--- src/rtl/ibuf_unpacker_pkg.sv ---
// Shared constants for the instruction-buffer unpacker: packet geometry and field offsets.
// The FIFO that feeds the unpacker is sized with PKT_W.
package ibuf_unpacker_pkg;

    localparam int SLOTS  = 4;
    localparam int INST_W = 32;
    localparam int PC_W   = 32;
    localparam int PKT_W  = SLOTS*INST_W + PC_W + SLOTS;

    localparam int PKT_INST_LSB = 0;
    localparam int PKT_PC_LSB   = SLOTS*INST_W;
    localparam int PKT_MASK_LSB = PKT_PC_LSB + PC_W;

    // Isolates the lowest set bit of a slot mask (zero in, zero out).
    function automatic logic [SLOTS-1:0] lowest_bit(input logic [SLOTS-1:0] m);
        return m & (~m + {{(SLOTS-1){1'b0}}, 1'b1});
    endfunction

endpackage

--- src/rtl/ibuf_slot_pick.sv ---
// Picks the two lowest remaining slots of the head packet as one-hot masks and
// reports whether they exhaust the packet.
module ibuf_slot_pick
    import ibuf_unpacker_pkg::*;
(
    input  logic [SLOTS-1:0] remaining,
    output logic [SLOTS-1:0] sel0,
    output logic [SLOTS-1:0] sel1,
    output logic             sel0_valid,
    output logic             sel1_valid,
    output logic             last
);

    logic [SLOTS-1:0] after_sel0;

    assign sel0       = lowest_bit(remaining);
    assign after_sel0 = remaining & ~sel0;
    assign sel1       = lowest_bit(after_sel0);
    assign sel0_valid = |sel0;
    assign sel1_valid = |sel1;

    // An empty packet counts as exhausted so it is popped without emitting anything.
    assign last = ~|(after_sel0 & ~sel1);

endmodule

--- src/rtl/ibuf_unpacker.sv ---
// Unpacks fetch packets from the instruction-buffer FIFO into a registered
// dual-issue output pair, popping the FIFO once the head packet is exhausted.
module ibuf_unpacker
    import ibuf_unpacker_pkg::*;
(
    input  logic              clk,
    input  logic              rst,
    input  logic              flush,
    input  logic [PKT_W-1:0]  fifo_data,
    input  logic              fifo_empty,
    output logic              fifo_pop,
    input  logic              dec_ready,
    output logic [1:0]        out_valid,
    output logic [INST_W-1:0] out_inst0,
    output logic [INST_W-1:0] out_inst1,
    output logic [PC_W-1:0]   out_pc0,
    output logic [PC_W-1:0]   out_pc1
);

    logic [SLOTS-1:0]  valid_mask;
    logic [PC_W-1:0]   base_pc;
    logic [INST_W-1:0] slot_inst [SLOTS];
    logic [PC_W-1:0]   slot_pc   [SLOTS];

    logic [SLOTS-1:0]  consumed_reg;
    logic [SLOTS-1:0]  consumed_next;
    logic [SLOTS-1:0]  remaining;
    logic [SLOTS-1:0]  sel0;
    logic [SLOTS-1:0]  sel1;
    logic              sel0_valid;
    logic              sel1_valid;
    logic              last;

    logic              load;
    logic              take;

    logic [1:0]        valid_reg;
    logic [INST_W-1:0] inst0_reg, inst1_reg, inst0_next, inst1_next;
    logic [PC_W-1:0]   pc0_reg, pc1_reg, pc0_next, pc1_next;

    assign valid_mask = fifo_data[PKT_MASK_LSB +: SLOTS];
    assign base_pc    = fifo_data[PKT_PC_LSB +: PC_W];

    generate
        for (genvar gi = 0; gi < SLOTS; gi++) begin : g_slot
            assign slot_inst[gi] = fifo_data[PKT_INST_LSB + gi*INST_W +: INST_W];
            // PC wraps modulo 2^PC_W without any indication.
            assign slot_pc[gi]   = base_pc + PC_W'(4*gi);
        end
    endgenerate

    assign remaining = valid_mask & ~consumed_reg;

    ibuf_slot_pick u_pick (
        .remaining  (remaining),
        .sel0       (sel0),
        .sel1       (sel1),
        .sel0_valid (sel0_valid),
        .sel1_valid (sel1_valid),
        .last       (last)
    );

    assign load     = (valid_reg == 2'b00) | dec_ready;
    assign take     = load & ~fifo_empty & ~flush & ~rst;
    assign fifo_pop = take & last;

    assign consumed_next = last ? '0 : (consumed_reg | sel0 | sel1);

    // One-hot AND-OR mux; an absent lane yields zero data.
    always_comb begin
        inst0_next = '0;
        inst1_next = '0;
        pc0_next   = '0;
        pc1_next   = '0;
        for (int k = 0; k < SLOTS; k++) begin
            inst0_next = inst0_next | ({INST_W{sel0[k]}} & slot_inst[k]);
            inst1_next = inst1_next | ({INST_W{sel1[k]}} & slot_inst[k]);
            pc0_next   = pc0_next   | ({PC_W{sel0[k]}}   & slot_pc[k]);
            pc1_next   = pc1_next   | ({PC_W{sel1[k]}}   & slot_pc[k]);
        end
    end

    always_ff @(posedge clk) begin
        if (rst) begin
            valid_reg    <= 2'b00;
            consumed_reg <= '0;
            inst0_reg    <= '0;
            inst1_reg    <= '0;
            pc0_reg      <= '0;
            pc1_reg      <= '0;
        end else if (flush) begin
            valid_reg    <= 2'b00;
            consumed_reg <= '0;
        end else if (take) begin
            valid_reg    <= {sel1_valid, sel0_valid};
            inst0_reg    <= inst0_next;
            inst1_reg    <= inst1_next;
            pc0_reg      <= pc0_next;
            pc1_reg      <= pc1_next;
            consumed_reg <= consumed_next;
        end else if (load) begin
            // Decode drained the pair but the FIFO is empty: go idle.
            valid_reg    <= 2'b00;
        end
    end

    assign out_valid = valid_reg;
    assign out_inst0 = inst0_reg;
    assign out_inst1 = inst1_reg;
    assign out_pc0   = pc0_reg;
    assign out_pc1   = pc1_reg;

endmodule

--- config.mk ---
export PLATFORM = sky130hd
export DESIGN_NAME = ibuf_unpacker
export DESIGN_NICKNAME = d
export VERILOG_FILES = /design/src/rtl/ibuf_unpacker_pkg.sv /design/src/rtl/ibuf_slot_pick.sv /design/src/rtl/ibuf_unpacker.sv
export SDC_FILE = /design/constraint.sdc
export NUM_CORES = 1
export LEC_CHECK = 0
export CAP_MARGIN = 0
export CORE_ASPECT_RATIO = 1.75
export CORE_MARGIN = 3
export CORE_UTILIZATION = 45
export DETAILED_ROUTE_END_ITERATION = 16
export PLACE_DENSITY = 0.82
export SETUP_SLACK_MARGIN = 0.02
export SLEW_MARGIN = 15
export SYNTH_ARGS = -nofsm -noshare
export SYNTH_HDL_FRONTEND = slang
export SYNTH_SLANG_ARGS = --single-unit
--- constraint.sdc ---
create_clock -name clk -period 3.4 [get_ports clk]
set_clock_uncertainty 0.15 [all_clocks]
set_input_delay 0.68 -clock clk [delete_from_list [all_inputs] [get_ports clk]]
set_output_delay 0.68 -clock clk [all_outputs]
set_load 0.02 [all_outputs]
---- After elaboration in Yosys (flattened, before gate mapping) ----
Cells that the tools add are included.
Widths: inputs -> output; s select.
storage, ports and cells
  bits in writable memories ............... 0
  memory bits (read-only) ................. 0
  bits in latches ......................... 0
  register bits ........................... 134
  bits of input ports ..................... 169
  memories ................................ 0
operators by class
  eq/ne operators ......................... 0
  bitwise logic cells ..................... 48
  $mul .................................... 0
  reduce and logical (&&, ||, !) cells .... 8
  $lt $le $gt $ge ......................... 0
  muxes and demuxes ....................... 3
  add/sub/neg operators ................... 5
  div/mod/pow operators ................... 0
  shifts and indexed selects .............. 0
operators with widths
  operator               count
  $and 32x32->32         16
  $or 32x32->32          12
  $add 32x4->32 const B  2
  $add 32x3->32 const B  1
  $and 4x4->4            5
  $not 4->4              5
  $reduce_or 4->1        3
  $add 4x1->4 const B    2
  $or 4x4->4             2
  $and 1x1->1            4
  $mux 2                 2
  $mux 4                 1
  $not 1->1              3
  $logic_not 2->1        1
  $reduce_and 2->1       1
  $reduce_bool 2->1      1
  $reduce_or 2->1        1
  $logic_not 1->1        1
  $or 1x1->1             1

---- Depth between registers and ports, before layout ----
  word-level depth ........................ 15
  gate-level depth with buffers ........... 11
  mapped depth without buffers ............ 8

---- Cells and area by module ----
From an unflattened synthesis, not the netlist that was laid out.
second synthesis, totals
  cells, all modules ...................... 1181
  area total of the unflattened synthesis .. 8973.6 um2
by module, submodules not included
  module          instances  cells an instance  area an instance (um2)  sequential area each (um2)
  ibuf_unpacker   1          1158               8811.0                  2682.6
  ibuf_slot_pick  1          23                 162.7                   0.0

---- Least setup slack after synthesis ----
No wires, ideal clock.
  path kind ............................... input to register
  from .................................... input port fifo_data[130]
  to ...................................... register pc0_reg[30], in the netlist out_pc0[30]
  data required time ...................... 3.118 ns
  stages on the path ...................... 10
  setup time .............................. 0.132 ns
  buffers on the path ..................... 2
  data arrival time ....................... 2.848 ns
  slack ................................... 0.270 ns
  cell sequence ........................... clkbuf_1 > clkbuf_1 > inv_1 > ha_1 > nand3b_1 > nor2_2 > o22ai_1 > a2111o_1 > a221oi_1 > nor3_1
on the way
  longest elaborated chain between the ends .. 5
  elaborated cells on any way between the ends .. 9
  those cells by class .................... add/sub: 3; bitwise: 6
ends and longest elaborated chain
  item                         line                 text
  start: declaration           ibuf_unpacker.sv:9   input logic [PKT_W-1:0] fifo_data,
  $add 32x3->32                ibuf_unpacker.sv:48  assign slot_pc[gi] = base_pc + PC_W'(4*gi);
  $and 32x32->32               ibuf_unpacker.sv:78  pc0_next = pc0_next | ({PC_W{sel0[k]}} & slot_pc[k]);
  $or 32x32->32 (2 in series)  ibuf_unpacker.sv:78
  $or 32x32->32 (*)            ibuf_unpacker.sv:78
  end signal: assignment       ibuf_unpacker.sv:98  pc0_reg <= pc0_next;
  end: declaration             ibuf_unpacker.sv:39  logic [PC_W-1:0] pc0_reg, pc1_reg, pc0_next, pc1_next;
Mark *: on every way between the ends. The rest lies on a longest branch, timed or not.
A chain may end at the register's enable or synchronous reset.

---- Final worst setup path ----
  from .................................... input port fifo_data[132]
  to ...................................... register pc1_reg[21], in the netlist out_pc1[21]
on the way
  longest elaborated chain between the ends .. 5
  elaborated cells on any way between the ends .. 9
  those cells by class .................... add/sub: 3; bitwise: 6
ends and longest elaborated chain
  item                         line                 text
  $add 32x3->32                ibuf_unpacker.sv:48
  $and 32x32->32               ibuf_unpacker.sv:79  pc1_next = pc1_next | ({PC_W{sel1[k]}} & slot_pc[k]);
  $or 32x32->32 (2 in series)  ibuf_unpacker.sv:79
  $or 32x32->32 (*)            ibuf_unpacker.sv:79
  end signal: assignment       ibuf_unpacker.sv:99  pc1_reg <= pc1_next;
  end: declaration             ibuf_unpacker.sv:39
Marks and branches as above.

==> flow_summary_export.csv <==
group,metric,value,unit
status,status,"finished, final reports clean",
clock_tree,cts.clk_slew.worst_paths,0.06,ns
worst_setup_path,cpPeakStageDelay,0.85,ns
clock_tree,cts-htree-levels,4,
worst_setup_path,path_class,"primary input to flip-flop",
synthesis,yosys_warnings,0,
worst_hold_path,holdCritStartpoint,"out_pc1[0]",
clock_tree,clock_sinks,134,
final_layout,final_area,13850,sq um
power,p_clk_share,36.6,%
timing,finalSetupViolCount,0,
synthesis,async_flop_share,0,%
place,dp_hpwl,34010,um
timing,slew_headroom,40.89,%
synthesis,ys_ff_latch,134,
worst_setup_path,rr_endpoint,"out_pc1[21]",
power,p_int,3.260,mW
worst_setup_path,reg2reg_slack,0.63,ns
routing,routed_wirelength,46840,um
worst_setup_path,end_kind,"flip-flop",
grt,antenna_found_initial,1,
routing,dr.pass1.iters,7,
worst_setup_path,critPathArrivalTime,3.42,ns
timing,period_share,94.06,%
final_layout,layout.nets,1754,
synthesis,synth_edf_count,0,
die,die_x,113.6,um
grt,busiest_layer,"met2",
timing,fin_ws,0.2018,ns
clock_tree,insertion_delay,0.45,ns
routing,avgViaCountPerCell,6.824,
clock_tree,post-cts-setup-buffers,0,
worst_hold_path,min_to,"out_pc1[0]",
die,die_height,194.3,um
worst_setup_path,cpMaxStageDelayCell,"a2111oi_0",
grt,use_met1,45.34,%
synthesis,synthCells,1235,
power,ir_drop,393.7,uV
clock_tree,clk_path_buf_depth,2,
synthesis,synth.area.top_cells,"dfxtp_1, nor2_1, a221o_1, a21oi_1, o21ai_0",
power,p_sw,1.573,mW
synthesis,syn-cell-area,9121,sq um
place,io_buffers,299,
clock_tree,cts_tree,"done",
clock_tree,ctsRootBufferMaster,"clkbuf_16",
worst_hold_path,hold_path_class,"flip-flop to flip-flop",
routing,wl_per_cell,25.47,um
worst_setup_path,cp_top_family,"compound AO/OA/AOI/OAI gates",
timing,tightest_slew,0.8643,ns
final_layout,utilization,69.86,%
flow_run,max_cap_viol_count,0,
timing,setup_tns,0,ns
worst_setup_path,crit_fanout,15,
routing,drc,0,
grt,grt_pass1_wl,70720,um
grt,grt_overflow,0,
final_layout,num-fill-cells,1675,
worst_setup_path,crit_chain,"clkdlybuf4s50_1 -> ha_1 -> buf_4 -> and4_1 -> a32oi_1 -> a2111oi_0 -> o31ai_1 -> a21oi_1",
final_layout,layout-drive-gt1-share,14.06,%
power,combPwrFrac,28.3,%
synthesis,syn_nets,1408,
routing,drt_iter0_drc,1811,
place,placed_area,13310,sq um
die,die_area,22080,sq um
timing,rsz0062_at_grt,"false",
grt,grt_max_degree,131,
worst_hold_path,hold_path_depth,2,
worst_setup_path,start_kind,"primary input",
place,gp_congestion,1.012,
power,total_power,4.833,mW
die,rows,68,
timing,holdWs,0.3098,ns
routing,ant_nets,0,
worst_setup_path,timing.rr.start,"consumed_reg[1]",
routing,num_vias,12549,
place,dp_cells,1807,
final_layout,area_delta_synth_final,51.84,%
synthesis,synthFlopType,"dfxtp_1",
power,swShare,32.55,%
synthesis,synth_top_area_share,29.41,%
timing,max_freq,312.7,MHz
power,seqPwrFrac,35.1,%
timing,final_max_slew_viol_count,0,
place,dp_slack,-0.05104,ns
grt,met2_usage,69.09,%
die,initial_core_util,46.01,%
die,core,19820,sq um
synthesis,seq_area_frac_synth,29.41,%
power,power_leakage,4.886,nW
synthesis,syn_area_per_cell,7.386,sq um
die,io_pins,300,
clock_tree,cts-buffers-inserted,17,
timing,fin_crit,3.198,ns
synthesis,synth.largest_area_cell,"dfxtp_1",
power,powerDensity,349.0,nW/um^2
synthesis,yosysUniqueCellTypes,75,
final_layout,fin_cells,1839,
worst_setup_path,reg2regPathDepth,8,
worst_setup_path,worstPathRequired,3.62,ns
grt,grt_usage,40.97,%
grt,grt_pass1_vias,12095,
grt,grt_util_met3,8.380,%
worst_setup_path,crit_buf_inv,2,
timing,final-hold-violation-count,0,
## cell usage in the layout, fill, tap and decap left out, types with 19 or more instances in the layout
cell type,instances
a21oi_1,89
nor3_1,71
buf_4,156
nand3_1,31
nor4_1,22
a221o_1,67
nand2_1,97
a211oi_1,22
o22ai_1,19
nor2_1,185
o21ai_0,75
clkdlybuf4s50_1,297
a311oi_1,42
dfxtp_1,134
## cells by family after synthesis
kind of cell,Yosys count,share of synthesized area (%)
and+or+nand+nor,486,25.94
AOI/OAI and AO/OA,445,35.35
buffers and inverters,141,6.296
DFF,134,29.41
xor gates and xnor gates,21,2.017
adders and majority gates,5,0.6585
muxes,3,0.3292
## synthesized netlist by cell type (15+ instances only)
| cell type | count |
|---|---|
| nand4_1 | 17 |
| nand2_1 | 97 |
| buf_2 | 30 |
| a311oi_1 | 42 |
| a21oi_1 | 89 |
| clkbuf_1 | 94 |
| o22ai_1 | 19 |
| nor2_1 | 186 |
| a211oi_1 | 22 |
| nor4_1 | 22 |
| o21ai_0 | 75 |
| dfxtp_1 | 134 |
| xnor2_1 | 15 |
| a221o_1 | 67 |
| nor3_1 | 71 |
| a31oi_1 | 15 |
| nand3_1 | 31 |
## worst max path at each step
stage | start | to | depth (start not counted)
after global placement | fifo_data[162] | fifo_pop | 5
after floorplan | fifo_data[130] | out_pc0[30] | 10
after detailed placement | fifo_data[132] | out_pc1[21] | 8
final | fifo_data[132] | out_pc1[21] | 8
after global routing | fifo_data[133] | out_pc0[20] | 8
after CTS | fifo_data[162] | fifo_pop | 5
## worst min-delay path, cell delays in order, from the launching register on
cell,delay (ns)
dfxtp_1,0.31
nand2_1,0.05
a21oi_1,0.05
## repair_timing
action                     4_1_cts  5_1_grt
resized for setup                1        0
setup endpoints to repair        1        0
hold buffers                     0        0
## power by group through the flow
stage                     clock (mW)  sequential (mW)  combinational [mW]
after global placement             0             1.73                1.32
final                           1.77             1.70                1.37
after CTS                       1.78             1.70                1.34
after floorplan                    0             1.82               0.528
after detailed placement           0             1.73                1.33
after global routing            1.82             1.70                1.43
## layout make-up
class	instances	area [sq um]	share of cell area (%)
antenna	1	2.502	0.01807
clock buffer	19	432.9	3.126
clock inverter	12	105.1	0.7589
inverter	3	11.26	0.08131
multi-input combinational	960	5936	42.86
sequential	134	2683	19.37
tap	245	306.5	2.213
timing repair buffer	465	4373	31.57
## per-layer routing
layer / share of wire (%) / up-vias
met4: 8.1 / 0
met3: 9.4 / 265
met5: 0 / -
met1: 34 / 5851
met2: 49 / 968
li1: - / 5465
Power figures use the tool's default switching activity.
==> edit: new RTL, same settings <==
Change the package constant `INST_W` from 32 to 16.
--- a/src/rtl/ibuf_unpacker_pkg.sv
+++ b/src/rtl/ibuf_unpacker_pkg.sv
@@ -3,7 +3,7 @@
 package ibuf_unpacker_pkg;
 
     localparam int SLOTS  = 4;
-    localparam int INST_W = 32;
+    localparam int INST_W = 16;
     localparam int PC_W   = 32;
     localparam int PKT_W  = SLOTS*INST_W + PC_W + SLOTS;
 
Interface: changed (resized fifo_data, out_inst0 and out_inst1); port bits go from 300 to 204. The function was not compared with the original's and may differ.
==> edit against the original RTL <==
Routed wire length down 29%; synthesized cell count down 17%; setup slack better by 0.077 ns; final area down 22%; clock power down 41%; total power down 30%; die area down 16%; sequential cell count down 32; count of clock-buffer cells in the layout down 10; via count down 22%; final cell count down 19%; synthesized area down 16%; critical path type is now in2out; largest cell class unchanged.
==> edit: results (changes against the original RTL) <==
| Metric | Value |
|---|---|
| R2r setup slk | `0.86 ns (was 0.63 ns)` |
| Drt first pass iters | `5 (was 7)` |
| Vias in the first global route | `9,534 (was 12,095)` |
| Status | `complete, no violations (unchanged)` |
| Slowest cell delay on critical path | `0.43 ns (was 0.85 ns)` |
| R2r worst-path depth | `9 (was 8)` |
| Share of cells above drive strength 1 | `15.48% (was 14.06%)` |
| Top cells by area in the synthesized netlist | `dfxtp_1 (27%), nor2_1 (7.8%), a21oi_1 (4.8%) (was dfxtp_1 (29%), nor2_1 (7.7%), a221o_1 (7.4%))` |
| Most instantiated cells after synthesis | `nor2_1 (158), dfxtp_1 (102), nand2_1 (76) (was nor2_1 (186), dfxtp_1 (134), nand2_1 (97))` |
| Skew-Pair Late Insertion Delay | `0.36 ns (was 0.45 ns)` |
| Worst setup path endpoint | `fifo_pop (was out_pc1[21])` |
| Htree depth | `3 (was 4)` |
| Setup CP Type | `in2out (was in2reg)` |
| First-pass GRT wire length | `51.16 mm (was 70.72 mm)` |
| Final net count | `1,377 (was 1,754)` |
| Max IR drop VDD | `0.2363 mV (was 0.3937 mV)` |
| Largest net degree at the start of global routing | `66 (was 131)` |
| Register area share after synthesis | `26.73% (was 29.41%)` |
| Synthesized area per cell | `7.490 um^2 (was 7.386 um^2)` |
| CP startpoint | `fifo_data[97] (was fifo_data[132])` |
| # diodes | `0 (was 1)` |
| Critical path arrival | `2.29 ns (was 3.42 ns)` |
| Place WS | `-0.01314 ns (was -0.05104 ns)` |
| Worst-path fanout max | `3 (was 15)` |
| Filler cells | `1,509 (was 1,675)` |
| Final std cells w/o fill | `1,497 (was 1,839)` |
| Vias per cell | `6.527 (was 6.824)` |
| Drt initial violations | `891 (was 1,811)` |
| Crit path max-delay family | `buffers and inverters (was compound AO/OA/AOI/OAI gates)` |
| R2r startpoint | `consumed_reg[0] (was consumed_reg[1])` |
## edit: cell count changes in the layout (fill, tap and decap cells not counted), moves of 10 or more
cell and delta:
clkdlybuf4s50_1 -96, a221o_1 -34, dfxtp_1 -32, nor2_1 -28, o21ai_0 -27, nor3_1 -26
a311oi_1 -25, a211oi_1 +21, nand2_1 -21, buf_4 -19, a21oi_1 -15, a221oi_1 +12
nor4_1 -10
## edit: report_power, final
part           total, mW  switching (mW)  internal, mW
registers           1.28          0.0300          1.25
logic               1.04           0.576         0.463
clock network       1.04           0.528         0.516
## edit: through the flow
step           instance area, um^2  hold slack (ns)  setup TNS [ns]  util (%)
2_1_floorplan                 7640           0.3005               0         -
3_3_place_gp                 10540           0.2917        -0.04189     63.77
3_5_place_dp                 10540           0.2978        -0.01314     63.77
4_1_cts                      10830           0.3157               0     65.55
5_1_grt                      10830           0.3343               0     65.55
6_report                     10830           0.3121               0     65.55
## edit: layout make-up
type | instances | share of cell area [%]
clock buffer | 9 | 2.079
clock inverter | 7 | 0.6469
inverter | 9 | 0.3119
multi-input combinational | 796 | 45.47
sequential | 102 | 18.85
tap | 224 | 2.588
timing repair buffer | 350 | 30.05
## edit: logic make-up (layout without fill, tap and decap cells)
group                      Yosys count  after routing
muxes                                3              3
AOI/OAI and AO/OA                  364            364
xor gates and xnor gates            26             26
adders and majority gates            4              4
buffers and inverters              122            375
DFF                                102            102
and+or+nand+nor                    399            399
## edit: routing by layer
layer	vias up	share of wire [%]	global-route usage (%)
met3	155	8.5	5.179
met5	-	0	0
met1	4571	35	38.65
met4	0	6.4	22.57
met2	655	50	60.76
li1	4390	-	-
## edit: worst min path at each step
stage,from,end,cells after the start
after CTS,out_pc0[17],out_pc0[17],2
after global routing,out_pc0[17],out_pc0[17],2
final,out_pc0[17],out_pc0[17],2
after detailed placement,out_pc0[2],out_pc0[2],2
after global placement,out_pc0[17],out_pc0[17],2
after floorplan,consumed_reg[0],consumed_reg[0],2
## edit: worst register-to-register path: stages, from the launching register on
cell and delay (ns):
dfxtp_1 0.39, nand2b_1 0.22, buf_4 0.21, buf_4 0.30, nand2_1 0.12, o32a_2 0.42, buf_4 0.15, o31ai_1 0.19
a21oi_1 0.07, a211oi_1 0.23
